<file path="config.mk">
export PLATFORM = sky130hd
export DESIGN_NAME = conv_control_gen
export DESIGN_NICKNAME = d
export VERILOG_FILES = /design/src/rtl/conv_control_gen_pkg.sv /design/src/rtl/conv_control_gen_bank_group_mux.sv /design/src/rtl/conv_control_gen.sv
export SDC_FILE = /design/constraint.sdc
export NUM_CORES = 1
export LEC_CHECK = 0
export ABC_AREA = 1
export CORE_AREA = 2 2 164 166
export CTS_CLUSTER_DIAMETER = 60
export DETAILED_ROUTE_END_ITERATION = 6
export DIE_AREA = 0 0 166 168
export GPL_TIMING_DRIVEN = 1
export PLACE_DENSITY = 0.47
export SYNTH_ARGS = -nofsm -noshare
export SYNTH_HDL_FRONTEND = slang
export SYNTH_SLANG_ARGS = --single-unit
</file>
<file path="constraint.sdc">
create_clock -name clock -period 2.6 [get_ports clock]
set_clock_uncertainty 0.15 [all_clocks]
set_input_delay 0.39 -clock clock [delete_from_list [all_inputs] [get_ports clock]]
set_output_delay 0.39 -clock clock [all_outputs]
set_load 0.02 [all_outputs]
</file>
<file path="src/rtl/conv_control_gen_pkg.sv">
// Shared definitions for the convolution layer controller.
// Holds the controller state encoding and the constant functions used to
// derive group counts, per-pixel cycle counts and counter widths from the
// top-level parameters.
package conv_control_gen_pkg;

  typedef enum logic [2:0] {
    ST_IDLE  = 3'd0,
    ST_PRIME = 3'd1,
    ST_RUN   = 3'd2,
    ST_DRAIN = 3'd3,
    ST_DONE  = 3'd4
  } state_t;

  // Counter width able to hold 0..n-1, never narrower than one bit.
  function automatic int width_of(input int n);
    return (n > 1) ? $clog2(n) : 1;
  endfunction

  // Bank groups per pixel.
  function automatic int num_groups(input int num_mem, input int par);
    return num_mem / par;
  endfunction

  // MAC cycles per output pixel.
  function automatic int one_pixel_cycles(input int cpg, input int num_mem, input int par);
    return cpg * (num_mem / par);
  endfunction

  // Output pixels per layer.
  function automatic int total_pix(input int side, input int num_onemult);
    return side * side * num_onemult;
  endfunction

endpackage

</file>
<file path="src/rtl/conv_control_gen_bank_group_mux.sv">
// Combinational bank-group selector.
// Presents IFMAP_PAR consecutive banks (group sel) out of INPUT_NUM_MEM
// packed banks; when enable is low the whole bus carries FILL_VALUE,
// zero-extended.
// Ports:
//   enable    - 1: pass selected group, 0: drive FILL_VALUE
//   sel       - active bank group
//   bank_all  - all banks, bank i at [i*DATA_WIDTH +: DATA_WIDTH]
//   group_all - selected group, slot k = bank[sel*IFMAP_PAR+k]
module bank_group_mux
  import conv_control_gen_pkg::*;
#(
  parameter int DATA_WIDTH    = 16,
  parameter int INPUT_NUM_MEM = 8,
  parameter int IFMAP_PAR     = 4,
  parameter int FILL_VALUE    = 1,
  parameter int SEL_W         = 1
) (
  input  logic                              enable,
  input  logic [SEL_W-1:0]                  sel,
  input  logic [DATA_WIDTH*INPUT_NUM_MEM-1:0] bank_all,
  output logic [DATA_WIDTH*IFMAP_PAR-1:0]   group_all
);

  localparam int GROUP_W    = DATA_WIDTH * IFMAP_PAR;
  localparam int NUM_GROUPS = num_groups(INPUT_NUM_MEM, IFMAP_PAR);

  logic [GROUP_W-1:0] group_s;

  // Pick the group whose index matches sel; groups are contiguous slices.
  always_comb begin
    group_s = GROUP_W'(FILL_VALUE);
    if (enable) begin
      for (int g = 0; g < NUM_GROUPS; g++) begin
        group_s = (sel == SEL_W'(g)) ? bank_all[g*GROUP_W +: GROUP_W] : group_s;
      end
    end else begin
      group_s = GROUP_W'(FILL_VALUE);
    end
  end

  assign group_all = group_s;

endmodule

</file>
<file path="src/rtl/conv_control_gen.sv">
// Convolution layer controller.
// Sequences one layer: PRIME fills the memory/multiplier pipeline, RUN walks
// the per-pixel MAC cycles while rotating bank groups onto the multiplier
// inputs, DRAIN flushes the pipeline, DONE holds conv_done until a new go.
// Ports:
//   clock, reset_n                 - clock, asynchronous active-low reset
//   go, stall                      - start request, RUN freeze
//   in_feature_q_{a,b}_all         - packed bank read data
//   in_feature_q_{a,b}_mux_all     - selected bank group (FILL_VALUE outside RUN)
//   *_rden_*, *_wren_*             - memory enables (writes never used)
//   enable_addrger/weightaddrger   - address generator enables
//   enable_mult, clear_mult, accum_sload - MAC array controls
//   count_sload, group_sel, pixel_count  - progress counters
//   busy, start, conv_done         - status
module conv_control_gen
  import conv_control_gen_pkg::*;
#(
  parameter int DATA_WIDTH        = 16,
  parameter int INPUT_NUM_MEM     = 8,
  parameter int IFMAP_PAR         = 4,
  parameter int CYCLES_PER_GROUP  = 9,
  parameter int OUT_FEATURE_WIDTH = 8,
  parameter int NUM_ONEMULT       = 2,
  parameter int PIPE_LAT          = 4,
  parameter int FILL_VALUE        = 1
) (
  input  logic clock,
  input  logic reset_n,
  input  logic go,
  input  logic stall,
  input  logic [DATA_WIDTH*INPUT_NUM_MEM-1:0] in_feature_q_a_all,
  input  logic [DATA_WIDTH*INPUT_NUM_MEM-1:0] in_feature_q_b_all,
  output logic [DATA_WIDTH*IFMAP_PAR-1:0] in_feature_q_a_mux_all,
  output logic [DATA_WIDTH*IFMAP_PAR-1:0] in_feature_q_b_mux_all,
  output logic in_feature_rden_a,
  output logic in_feature_rden_b,
  output logic in_feature_wren_a,
  output logic in_feature_wren_b,
  output logic weight_rden_a,
  output logic weight_rden_b,
  output logic weight_wren_a,
  output logic weight_wren_b,
  output logic enable_addrger,
  output logic enable_weightaddrger,
  output logic enable_mult,
  output logic clear_mult,
  output logic accum_sload,
  output logic [width_of(one_pixel_cycles(CYCLES_PER_GROUP, INPUT_NUM_MEM, IFMAP_PAR))-1:0] count_sload,
  output logic [width_of(num_groups(INPUT_NUM_MEM, IFMAP_PAR))-1:0] group_sel,
  output logic [width_of(total_pix(OUT_FEATURE_WIDTH, NUM_ONEMULT)+1)-1:0] pixel_count,
  output logic busy,
  output logic start,
  output logic conv_done
);

  localparam int NUM_GROUPS          = num_groups(INPUT_NUM_MEM, IFMAP_PAR);
  localparam int NUM_ONE_PIXEL_CYCLE = one_pixel_cycles(CYCLES_PER_GROUP, INPUT_NUM_MEM, IFMAP_PAR);
  localparam int TOTAL_PIX           = total_pix(OUT_FEATURE_WIDTH, NUM_ONEMULT);
  localparam int CNT_W               = width_of(NUM_ONE_PIXEL_CYCLE);
  localparam int GRP_W               = width_of(NUM_GROUPS);
  localparam int PIX_W               = width_of(TOTAL_PIX + 1);
  localparam int SUB_W               = width_of(CYCLES_PER_GROUP);
  localparam int PH_W                = width_of(PIPE_LAT);

  state_t             state_r;
  logic [PH_W-1:0]    phase_r;
  logic [SUB_W-1:0]   sub_r;
  logic [CNT_W-1:0]   count_r;
  logic [GRP_W-1:0]   group_r;
  logic [PIX_W-1:0]   pix_r;
  logic               busy_r;
  logic               done_r;
  logic               rden_r;
  logic               addr_en_r;
  logic               mult_en_r;
  logic               clear_r;
  logic [PIPE_LAT-1:0] start_sr_r;
  logic               start_r;

  logic               run_s;
  logic               stall_run_s;
  logic               wrap_s;
  logic               sub_wrap_s;
  logic               first_pix_s;
  logic [PIX_W-1:0]   pix_next_s;

  // Decode of the current RUN step: pixel wrap, group step, first-pixel event.
  always_comb begin
    run_s       = (state_r == ST_RUN);
    stall_run_s = run_s & stall;
    wrap_s      = (count_r == CNT_W'(NUM_ONE_PIXEL_CYCLE - 1));
    sub_wrap_s  = (sub_r == SUB_W'(CYCLES_PER_GROUP - 1));
    pix_next_s  = pix_r + PIX_W'(1);
    first_pix_s = run_s & ~stall & wrap_s & (pix_r == '0);
  end

  // Layer sequencer with registered control outputs set for the state being entered.
  always_ff @(posedge clock or negedge reset_n) begin
    if (!reset_n) begin
      state_r   <= ST_IDLE;
      phase_r   <= '0;
      sub_r     <= '0;
      count_r   <= '0;
      group_r   <= '0;
      pix_r     <= '0;
      busy_r    <= 1'b0;
      done_r    <= 1'b0;
      rden_r    <= 1'b0;
      addr_en_r <= 1'b0;
      mult_en_r <= 1'b0;
      clear_r   <= 1'b0;
    end else begin
      clear_r <= 1'b0;
      case (state_r)
        ST_IDLE, ST_DONE: begin
          if (go) begin
            state_r   <= ST_PRIME;
            phase_r   <= '0;
            sub_r     <= '0;
            count_r   <= '0;
            group_r   <= '0;
            pix_r     <= '0;
            busy_r    <= 1'b1;
            done_r    <= 1'b0;
            rden_r    <= 1'b1;
            addr_en_r <= 1'b1;
            mult_en_r <= 1'b1;
            clear_r   <= 1'b1;
          end
        end
        ST_PRIME: begin
          if (phase_r == PH_W'(PIPE_LAT - 1)) begin
            state_r <= ST_RUN;
            phase_r <= '0;
          end else begin
            phase_r <= phase_r + PH_W'(1);
          end
        end
        ST_RUN: begin
          if (!stall) begin
            if (wrap_s) begin
              count_r <= '0;
              sub_r   <= '0;
              group_r <= '0;
              pix_r   <= pix_next_s;
              if (pix_next_s == PIX_W'(TOTAL_PIX)) begin
                state_r   <= ST_DRAIN;
                phase_r   <= '0;
                rden_r    <= 1'b0;
                addr_en_r <= 1'b0;
              end
            end else begin
              count_r <= count_r + CNT_W'(1);
              if (sub_wrap_s) begin
                sub_r   <= '0;
                group_r <= group_r + GRP_W'(1);
              end else begin
                sub_r <= sub_r + SUB_W'(1);
              end
            end
          end
        end
        ST_DRAIN: begin
          if (phase_r == PH_W'(PIPE_LAT - 1)) begin
            state_r   <= ST_DONE;
            phase_r   <= '0;
            busy_r    <= 1'b0;
            mult_en_r <= 1'b0;
            done_r    <= 1'b1;
          end else begin
            phase_r <= phase_r + PH_W'(1);
          end
        end
        default: begin
          state_r   <= ST_IDLE;
          busy_r    <= 1'b0;
          done_r    <= 1'b0;
          rden_r    <= 1'b0;
          addr_en_r <= 1'b0;
          mult_en_r <= 1'b0;
        end
      endcase
    end
  end

  // Delay line that turns the first completed pixel into the start pulse.
  always_ff @(posedge clock or negedge reset_n) begin
    if (!reset_n) begin
      start_sr_r <= '0;
      start_r    <= 1'b0;
    end else begin
      start_sr_r[0] <= first_pix_s;
      for (int i = 1; i < PIPE_LAT; i++) begin
        start_sr_r[i] <= start_sr_r[i-1];
      end
      start_r <= start_sr_r[PIPE_LAT-1];
    end
  end

  // A stalled RUN cycle must freeze the MAC array and address generators at once.
  assign enable_mult          = mult_en_r & ~stall_run_s;
  assign enable_addrger       = addr_en_r & ~stall_run_s;
  assign enable_weightaddrger = addr_en_r & ~stall_run_s;
  assign accum_sload          = run_s & (count_r == '0) & ~stall;

  assign in_feature_rden_a = rden_r;
  assign in_feature_rden_b = rden_r;
  assign weight_rden_a     = rden_r;
  assign weight_rden_b     = rden_r;
  assign in_feature_wren_a = 1'b0;
  assign in_feature_wren_b = 1'b0;
  assign weight_wren_a     = 1'b0;
  assign weight_wren_b     = 1'b0;

  assign clear_mult  = clear_r;
  assign count_sload = count_r;
  assign group_sel   = group_r;
  assign pixel_count = pix_r;
  assign busy        = busy_r;
  assign start       = start_r;
  assign conv_done   = done_r;

  bank_group_mux #(
    .DATA_WIDTH(DATA_WIDTH), .INPUT_NUM_MEM(INPUT_NUM_MEM), .IFMAP_PAR(IFMAP_PAR),
    .FILL_VALUE(FILL_VALUE), .SEL_W(GRP_W)
  ) u_mux_a (
    .enable(run_s), .sel(group_r), .bank_all(in_feature_q_a_all), .group_all(in_feature_q_a_mux_all)
  );

  bank_group_mux #(
    .DATA_WIDTH(DATA_WIDTH), .INPUT_NUM_MEM(INPUT_NUM_MEM), .IFMAP_PAR(IFMAP_PAR),
    .FILL_VALUE(FILL_VALUE), .SEL_W(GRP_W)
  ) u_mux_b (
    .enable(run_s), .sel(group_r), .bank_all(in_feature_q_b_all), .group_all(in_feature_q_b_mux_all)
  );

endmodule
</file>
Word-level counts from Yosys, hierarchy flattened --
Cells that the tools add are included.
Storage, ports and cells: memories 0, input bits 260, bits in read-only memories 0, word-level logic and storage cells 105, memory bits (writable) 0, register bits after elaboration 32, bits in latches 0
Cells by class: eq/ne operators 15, muxes and demuxes 46, multipliers 0, divide/modulo/power cells 0, order comparisons 0, shift operators 0, bitwise gates (word level) 12, reductions and logical operators 15, add/sub/neg operators 5
Operators with widths (count):
- 2-to-1 mux 64 bit | 4
- 2-to-1 mux 8 bit | 3
- 2-to-1 mux 3 bit | 6
- 2-to-1 mux 4 bit | 4
- one-hot mux 8 bit (2 select lines) | 1
- 2-to-1 mux 5 bit | 3
- 2-to-1 mux 1 bit | 12
- one-hot mux 3 bit (4 select lines) | 1
- 2-to-1 mux 2 bit | 5
- one-hot mux 5 bit (2 select lines) | 1
- AND reduction 5 bit | 2
- one-hot mux 1 bit (3 select lines) | 3
- adder 8 x 1 -> 8 bit (second input constant) | 1
- bitwise AND 1 bit | 8
- == test 8 bit (second input constant) | 1
- zero test 8 bit | 1
- inequality test 2 bit (second input constant) | 4
- one-hot mux 4 bit (2 select lines) | 1
- AND reduction 4 bit | 2
- == test 3 x 2 -> 1 bit (second input constant) | 2
- one-hot mux 2 bit (3 select lines) | 1
- AND reduction 3 bit | 2
- AND reduction 6 bit | 1
- OR reduction 2 bit | 3
- other kinds (17) | 21

Depth between registers and ports, before layout --
depth in word-level cells 6, depth in mapped cells 12, gate-level depth less buffers 12

Modules after synthesis --
Synthesis repeated with hierarchy kept, for this count alone.
Second synthesis, totals: cell total of the unflattened synthesis 908, area total of the unflattened synthesis 4643.2 µm²
By module, submodules not included:
- bank_group_mux | cells an instance 340, instances 2, seq. area each 0.0 µm², area an instance 1386.3 µm²
- conv_control_gen | cells an instance 228, instances 1, seq. area each 800.8 µm², area an instance 1870.5 µm²

Least setup slack after synthesis --
No wires, ideal clock.
path type reg2out, from register state_r[2], to output in_feature_q_b_mux_all[23], path slack 0.617 ns, cell stages (with the launch flop) 7, required time 2.060 ns, buffers on the path 3, arrival 1.443 ns, path through dfrtp_1 > inv_2 > nand3_2 > buf_2 > buf_2 > buf_2 > a21oi_1
On the way: word-level cells in the longest chain between the ends 2
Ends and longest elaborated chain:
- start: declaration | RTL line conv_control_gen.sv:65 | state_t state_r;
- start signal: assignment | RTL line conv_control_gen.sv:100 | state_r <= ST_IDLE;
- start signal: assignment | RTL line conv_control_gen.sv:117 | state_r <= ST_PRIME;
- start signal: assignment | RTL line conv_control_gen.sv:133 | state_r <= ST_RUN;
- == test 3 x 2 -> 1 bit | RTL line conv_control_gen.sv:89 | run_s = (state_r == ST_RUN);
- 2-to-1 mux 64 bit | RTL line conv_control_gen_bank_group_mux.sv:33 | if (enable) begin
- end: declaration | RTL line conv_control_gen.sv:34 | output logic [DATA_WIDTH*IFMAP_PAR-1:0] in_feature_q_b_mux_all,
No other way between the ends.

Worst setup path in the final report --
from register state_r[2], to output in_feature_q_b_mux_all[20]
Same word-level chain as after synthesis.

==> qor.yml <==
drt:
  viasPerCell: 4.06
  firstDrtPassIters: 4
  wl_per_cell_um: 15.9
  drt_iter0_markers: 311
  wl_mm: 21.8
  drt.antenna.violating_nets: 0
  vias: 5575
  drc: 0
clocking:
  clockRootBuffer: "clkbuf_16"
  post_cts.repair.setup_buffers: 0
  cts_resized: 10
  cts_hold_buffers: 0
  clk_path_buf_depth: 2
  cts_buffers: 5
  worstSkewPairLatency_ns: 0.27
  cts_sinks: 32
  tritoncts: "done"
  htreeDepth: 2
  clk_pin_slew_ns: 0.06
setup_path:
  rrSetupSlack_ns: 0.70
  cp-start-kind: "flip-flop"
  crit_fanout: 79
  path_delay_family: "buffers and inverters"
  path_cells: "inv_2 > nand3_4 > buf_12 > a21oi_1 > clkdlybuf4s50_1"
  worstSetupPathType: "flip-flop to output pin"
  crit_slowest_cell: "clkdlybuf4s50_1"
  crit_arrival_ns: 1.99
  crit_buf_inv: 3
  required_ns: 2.06
  slowest_delay_ns: 0.65
  worst_setup_path_end_kind: "output pin"
logic_synthesis:
  synth_edf_count: 0
  ys_warn_count: 0
  synthCells: 640
  avgSynthCellArea_um2: 5.61
  ys_ff_latch: 32
  synthFlopType: "dfrtp_1"
  async_reset_ff_share_pct: 100
  ys_seq_area_share_pct: 22.3
  ys_types: 32
  synthesis.area_um2: 3590
grt:
  grt_max_degree: 80
  grt_use_total_pct: 14.5
  grt_pass1_wl_mm: 31.9
  grt_antenna_before_repair: 1
  overflow: 0
  first_global_vias: 5385
placement:
  dpl.hpwl_mm: 17.8
  place_congestion: 0.840
  placed_cell_area_um2: 8170
  io_buffers: 413
job:
  maxCapViolCount: 0
floorplanning:
  start_util_pct: 13.6
  io_pins: 418
  die_w_um: 166
  die_area_um2: 27900
  num_rows: 60
  core_um2: 26400
  die_height_um: 168
sta:
  max_slew_margin_pct: 58.0
  rsz0062_at_grt: "no"
  timing.fmax_mhz: 395
  hold_viol: 0
  setup_tns_ns: 0
  worstMarginPinSlew_ns: 0.628
  setup_violations: 0
  fin_crit_sh_pct: 97.4
  final_max_slew_viol_count: 0
  period_needed_ns: 2.53
finish:
  num-nets-final: 1299
  area_delta_synth_final_pct: 137
  fin_area_um2: 8530
  drive_gt1_share_pct: 5.24
power:
  power_density_nw_per_um2: 727
  ir_drop_mv: 0.484
  total_leakage_power_nw: 4.88
run_status:
  status: "finished, final reports clean"
worst_hold_path:
  hold_class: "flip-flop to flip-flop"
layer usage:
metal / part of all wire, % / GRT usage [%] / routed length [um] / vias to the layer above
met2: 48 / 24.5 / 10400 / 266
li1: - / - / - / 2821
met1: 41 / 17.8 / 8990 / 2467
met5: 0 / 0 / 0 / -
met4: 1.7 / 3.25 / 380 / 0
met3: 9.5 / 4.94 / 2070 / 21
worst reg2reg max path, delay by kind of cell (launching register included):
kind                   cells  cell delay (ns)
buffers and inverters      5             0.60
and+or+nand+nor            5             0.55
DFF                        1             0.41
AOI/OAI and AO/OA          1             0.07
per-stage QoR:
| stage | utilization [%] | total power [mW] | setup slack [ns] | cells | hold WS, ns |
|---|---|---|---|---|---|
| 3_3_place_gp | 31.0 | 5.75 | 0.119 | 1364 | 0.182 |
| 6_report | 32.4 | 6.19 | 0.0684 | 1373 | 0.198 |
| 5_1_grt | 32.4 | 6.67 | 0.00206 | 1373 | 0.212 |
| 3_5_place_dp | 31.0 | 5.73 | 0.167 | 1364 | 0.186 |
| 4_1_cts | 31.6 | 6.36 | 0.00669 | 1372 | 0.201 |
| 2_1_floorplan | - | 3.37 | 0.617 | 643 | -0.0556 |
kinds of logic (layout without fill, tap and decap cells):
kind of cell | after synthesis | count (layout) | synth area share [%]
xor+xnor | 2 | 2 | 0.488
fa+ha+maj | 9 | 9 | 3.13
other cells | 1 | 5 | 0.104
flops | 32 | 32 | 22.3
compound gates | 151 | 151 | 21.8
simple gates | 358 | 358 | 41.6
buf+inv | 87 | 475 | 10.6
Yosys cell counts, types with 8 or more instances:
master	number	share of area, %
nand2_1	293	31
a21oi_1	130	18
dfrtp_1	32	22
inv_1	31	3.2
clkbuf_1	28	2.9
nand3_1	23	3.2
nor2_1	17	1.8
o21ai_0	11	1.5
buf_2	10	1.4
ha_1	9	3.1
buf_4	8	1.7
placed cells by master (no fill, tap or decap), drive strengths merged, types with 2 or more instances in the layout:
cell / instances
nand4: 4
dlygate4sd2: 10
o22ai: 3
conb: 4
nor2: 25
o21ai: 15
nand3: 24
nor3: 4
ha: 9
buf: 22
nor3b: 2
xor2: 2
a21oi: 131
inv: 36
nand2: 297
clkbuf: 8
dlymetal6s2s: 84
clkdlybuf4s50: 315
dfrtp: 32
state kept, by name, summed over array words and instances (netlist names):
name and cells:
phase_r 2, conv_done 1, start 1, pixel_count 8
group_sel 1, count_sload 5, clear_mult 1, mult_en_r 1
addr_en_r 1, state_r 3, sub_r 4, start_sr_r 4
layout make-up:
type                    instances  area, um^2
fillers                      2847       17800
repair buffers                431        4570
multi-input cells             524        2430
flip-flops and latches         32         805
well taps                     341         427
clock buffers                   8         156
inverters                      36         138
diodes                          1        2.50
report_power, final:
part,internal [mW],switching (mW),total (mW)
registers,0.631,0.138,0.769
clock network,0.408,0.210,0.618
logic,2.01,2.80,4.81
path summary, 6_finish.rpt:
kind / startpoint / endpoint / depth (start not counted)
max: state_r[2] / in_feature_q_b_mux_all[20] / 5
min: start_sr_r[2] / start_sr_r[3] / 0
max reg2reg: state_r[2] / pixel_count[3] / 11
min reg2reg: start_sr_r[2] / start_sr_r[3] / 0
max in group asynchronous: reset_n / state_r[2] / 2
min in group asynchronous: reset_n / group_sel / 1
Power figures use the tool's default switching activity.
==> RTL edit 1, RTL diff (same settings) <==
`IFMAP_PAR` is set to 4 in 2 places; all go to 2.
--- a/src/rtl/conv_control_gen_bank_group_mux.sv
+++ b/src/rtl/conv_control_gen_bank_group_mux.sv
@@ -13,5 +13,5 @@
   parameter int DATA_WIDTH    = 16,
   parameter int INPUT_NUM_MEM = 8,
-  parameter int IFMAP_PAR     = 4,
+  parameter int IFMAP_PAR     = 2,
   parameter int FILL_VALUE    = 1,
   parameter int SEL_W         = 1
--- a/src/rtl/conv_control_gen.sv
+++ b/src/rtl/conv_control_gen.sv
@@ -18,5 +18,5 @@
   parameter int DATA_WIDTH        = 16,
   parameter int INPUT_NUM_MEM     = 8,
-  parameter int IFMAP_PAR         = 4,
+  parameter int IFMAP_PAR         = 2,
   parameter int CYCLES_PER_GROUP  = 9,
   parameter int OUT_FEATURE_WIDTH = 8,
Ports: changed (resized count_sload, group_sel, in_feature_q_a_mux_all and in_feature_q_b_mux_all); port bits go from 418 to 356. The function was not compared with the original's and may differ.
==> RTL edit 1 against the unedited design <==
- via count grew 8.6%
- critical endpoint unchanged
- synthesized area grew 12%
- synthesized cell count grew 5.0%
- sequential cell count grew 2
- first-iteration DRC count shrank 6.1%
- routed wire length grew 9.4%
- critical path type unchanged
- global-route usage grew 0.97 points
- power grew 68%
- worst setup slack gained 0.014 ns
- largest power group unchanged
- design area grew 0.44%
- cell count grew 0.29%
==> RTL edit 1: results <==
group,metric,value,unit
grt,grt.met2_usage,28.1,%
synth,synth_compound_area_share,43.5,%
power,pwr-share-seq,7.8,%
critical_path,worst-path-max-fanout,14,
final_layout,multi_input_area,0.00277,mm2
drt,vias,6054,
run_status,outcome,"complete, no violations",
critical_path,r2r_setup_slack,0.66,ns
final_layout,drive_gt1_share,17.0,%
grt,grt_pass1_vias,5891,
synth,synth_xor_area_share,0.437,%
critical_path,slowest_stage,"dfrtp_2",
placement,place_ws,-0.306,ns
drt,dr_wl_met2,11900,um
power,p_comb,8.90,mW
final_layout,diodes,0,
synth,synth_common_cells,"o21ai_0, a21oi_1, nor2_1",
power,p_leak,3.66,nW
grt,use_met1,18.8,%
clock_tree,clock-sinks,34,
synth,synthTopCellsByArea,"o21ai_0, dfrtp_1, a21oi_1",
critical_path,r2r_start,"pixel_count[1]",
critical_path,slowest_delay,0.44,ns
min_path,min_to,"start_sr_r[2]",
placement,portBuffers,351,
placement,place_area,0.00819,mm2
-- RTL edit 1: cell count changes after synthesis, moves of 7 or more --
cell / change
clkbuf_1: +12
nor2_1: +65
buf_4: +7
o21ai_0: +188
nand2_1: -240
-- RTL edit 1: worst max path at each step --
stage,startpoint,end,slack (ns)
6_report,group_sel[0],in_feature_q_b_mux_all[20],0.08
5_1_grt,group_sel[0],in_feature_q_b_mux_all[18],-0.05
4_1_cts,group_sel[0],in_feature_q_a_mux_all[3],0.002
3_5_place_dp,group_sel[0],in_feature_q_a_mux_all[25],-0.31
3_3_place_gp,group_sel[0],in_feature_q_a_mux_all[25],-0.25
2_1_floorplan,group_sel[1],in_feature_q_a_mux_all[11],0.20
-- RTL edit 1: repair_timing --
action | CTS | global route
gates resized for setup | 268 | 75
gates cloned | 5 | 4
endpoints found under the setup margin | 63 | 47
pin swaps | 4 | 10
setup buffers | 3 | 8
==> RTL edit 2, RTL diff (same settings) <==
Without the edit above. Re-encode `state_t` (5 states) as one-hot, 5 bits wide.
--- a/src/rtl/conv_control_gen_pkg.sv
+++ b/src/rtl/conv_control_gen_pkg.sv
@@ -5,10 +5,10 @@
 package conv_control_gen_pkg;
 
-  typedef enum logic [2:0] {
-    ST_IDLE  = 3'd0,
-    ST_PRIME = 3'd1,
-    ST_RUN   = 3'd2,
-    ST_DRAIN = 3'd3,
-    ST_DONE  = 3'd4
+  typedef enum logic [4:0] {
+    ST_IDLE  = 5'b00001,
+    ST_PRIME = 5'b00010,
+    ST_RUN   = 5'b00100,
+    ST_DRAIN = 5'b01000,
+    ST_DONE  = 5'b10000
   } state_t;
 
Behaviour: no difference found for any inputs over 10 cycles, from zero or initial values and one cycle with reset_n low; not proved beyond that.
==> RTL edit 2 against the unedited design <==
- sequential cell count increased by 2
- utilization decreased by 0.48 points
- register-to-register slack got worse by 0.27 ns
- critical path depth increased by 1
- first-iteration DRC count decreased by 5.5%
- synthesized area increased by 2.8%
- design area decreased by 1.5%
- worst setup slack improved by 0.027 ns
- routed wire length increased by 11%
- worst hold slack about the same
- via count increased by 4.0%
- count of clock-buffer cells in the layout decreased by 1
Power is not compared: it rests on default switching activity, and its combinational part moved more than twofold at a synthesized area within 25%.
==> RTL edit 2: results <==
group,metric,value,unit
run_status,outcome,"complete, no violations",
min_path,min_to,"start_sr_r[2]",
drt,wl_met3,2750,um
critical_path,timing.rr.end,"pixel_count[1]",
synth,synthTopCellsByArea,"nand2_1, dfrtp_1, a21oi_1",
placement,gp_congestion,0.884,
drt,drt-pass1-iter-count,5,
drt,routed_wl,24300,um
final_layout,n_fill_cell,2942,
sta,hold_ws,0.197,ns
synth,synth_common_cells,"nand2_1, a21oi_1, dfrtp_1",
final_layout,multi_input_area_share,29.7,%
critical_path,worstPathArrival,1.96,ns
synth,synth_cell_type_count,33,
final_layout,drive_gt1_share,6.40,%
grt,use_met3,7.38,%
synth,netlist_area,0.00369,mm2
final_layout,signal_buffers,437,
grt,use_met1,19.7,%
critical_path,r2r_setup_slack,0.43,ns
critical_path,slowest_delay,0.60,ns
final_layout,final_nets,1331,
critical_path,worst-path-max-fanout,4,
critical_path,r2r_start,"count_sload[1]",
grt,grt_max_degree,98,
drt,drt_iter0_markers,294,
drt,dr_wl_met2,11100,um
final_layout,buf_share,51.8,%
-- RTL edit 2: cell count changes after synthesis, sizes merged, moves of 2 or more --
cell	before	now
nand2	297	320
nand4	4	9
a21oi	131	128
inv	36	33
nor3	4	1
o31ai	0	3
nor2	25	27
nor3b	2	0
o21ai	15	13
-- RTL edit 2: cells by family after synthesis --
family / count (synthesis) / share of synthesized area, %
simple gates: 385 / 42.4
compound gates: 149 / 20.6
buf+inv: 85 / 10.0
flops: 34 / 23.1
fa+ha+maj: 9 / 3.05
xor+xnor: 3 / 0.712
other cells: 1 / 0.102
-- RTL edit 2: power breakdown --
| part | switching, mW | leakage [nW] | internal (mW) | total [mW] |
|---|---|---|---|---|
| Combinational | 1.07 | 3.58 | 0.880 | 1.95 |
| Sequential | 0.0586 | 0.464 | 0.601 | 0.660 |
| Clock | 0.216 | 0.0739 | 0.380 | 0.596 |
| Total | 1.35 | 4.12 | 1.86 | 3.21 |
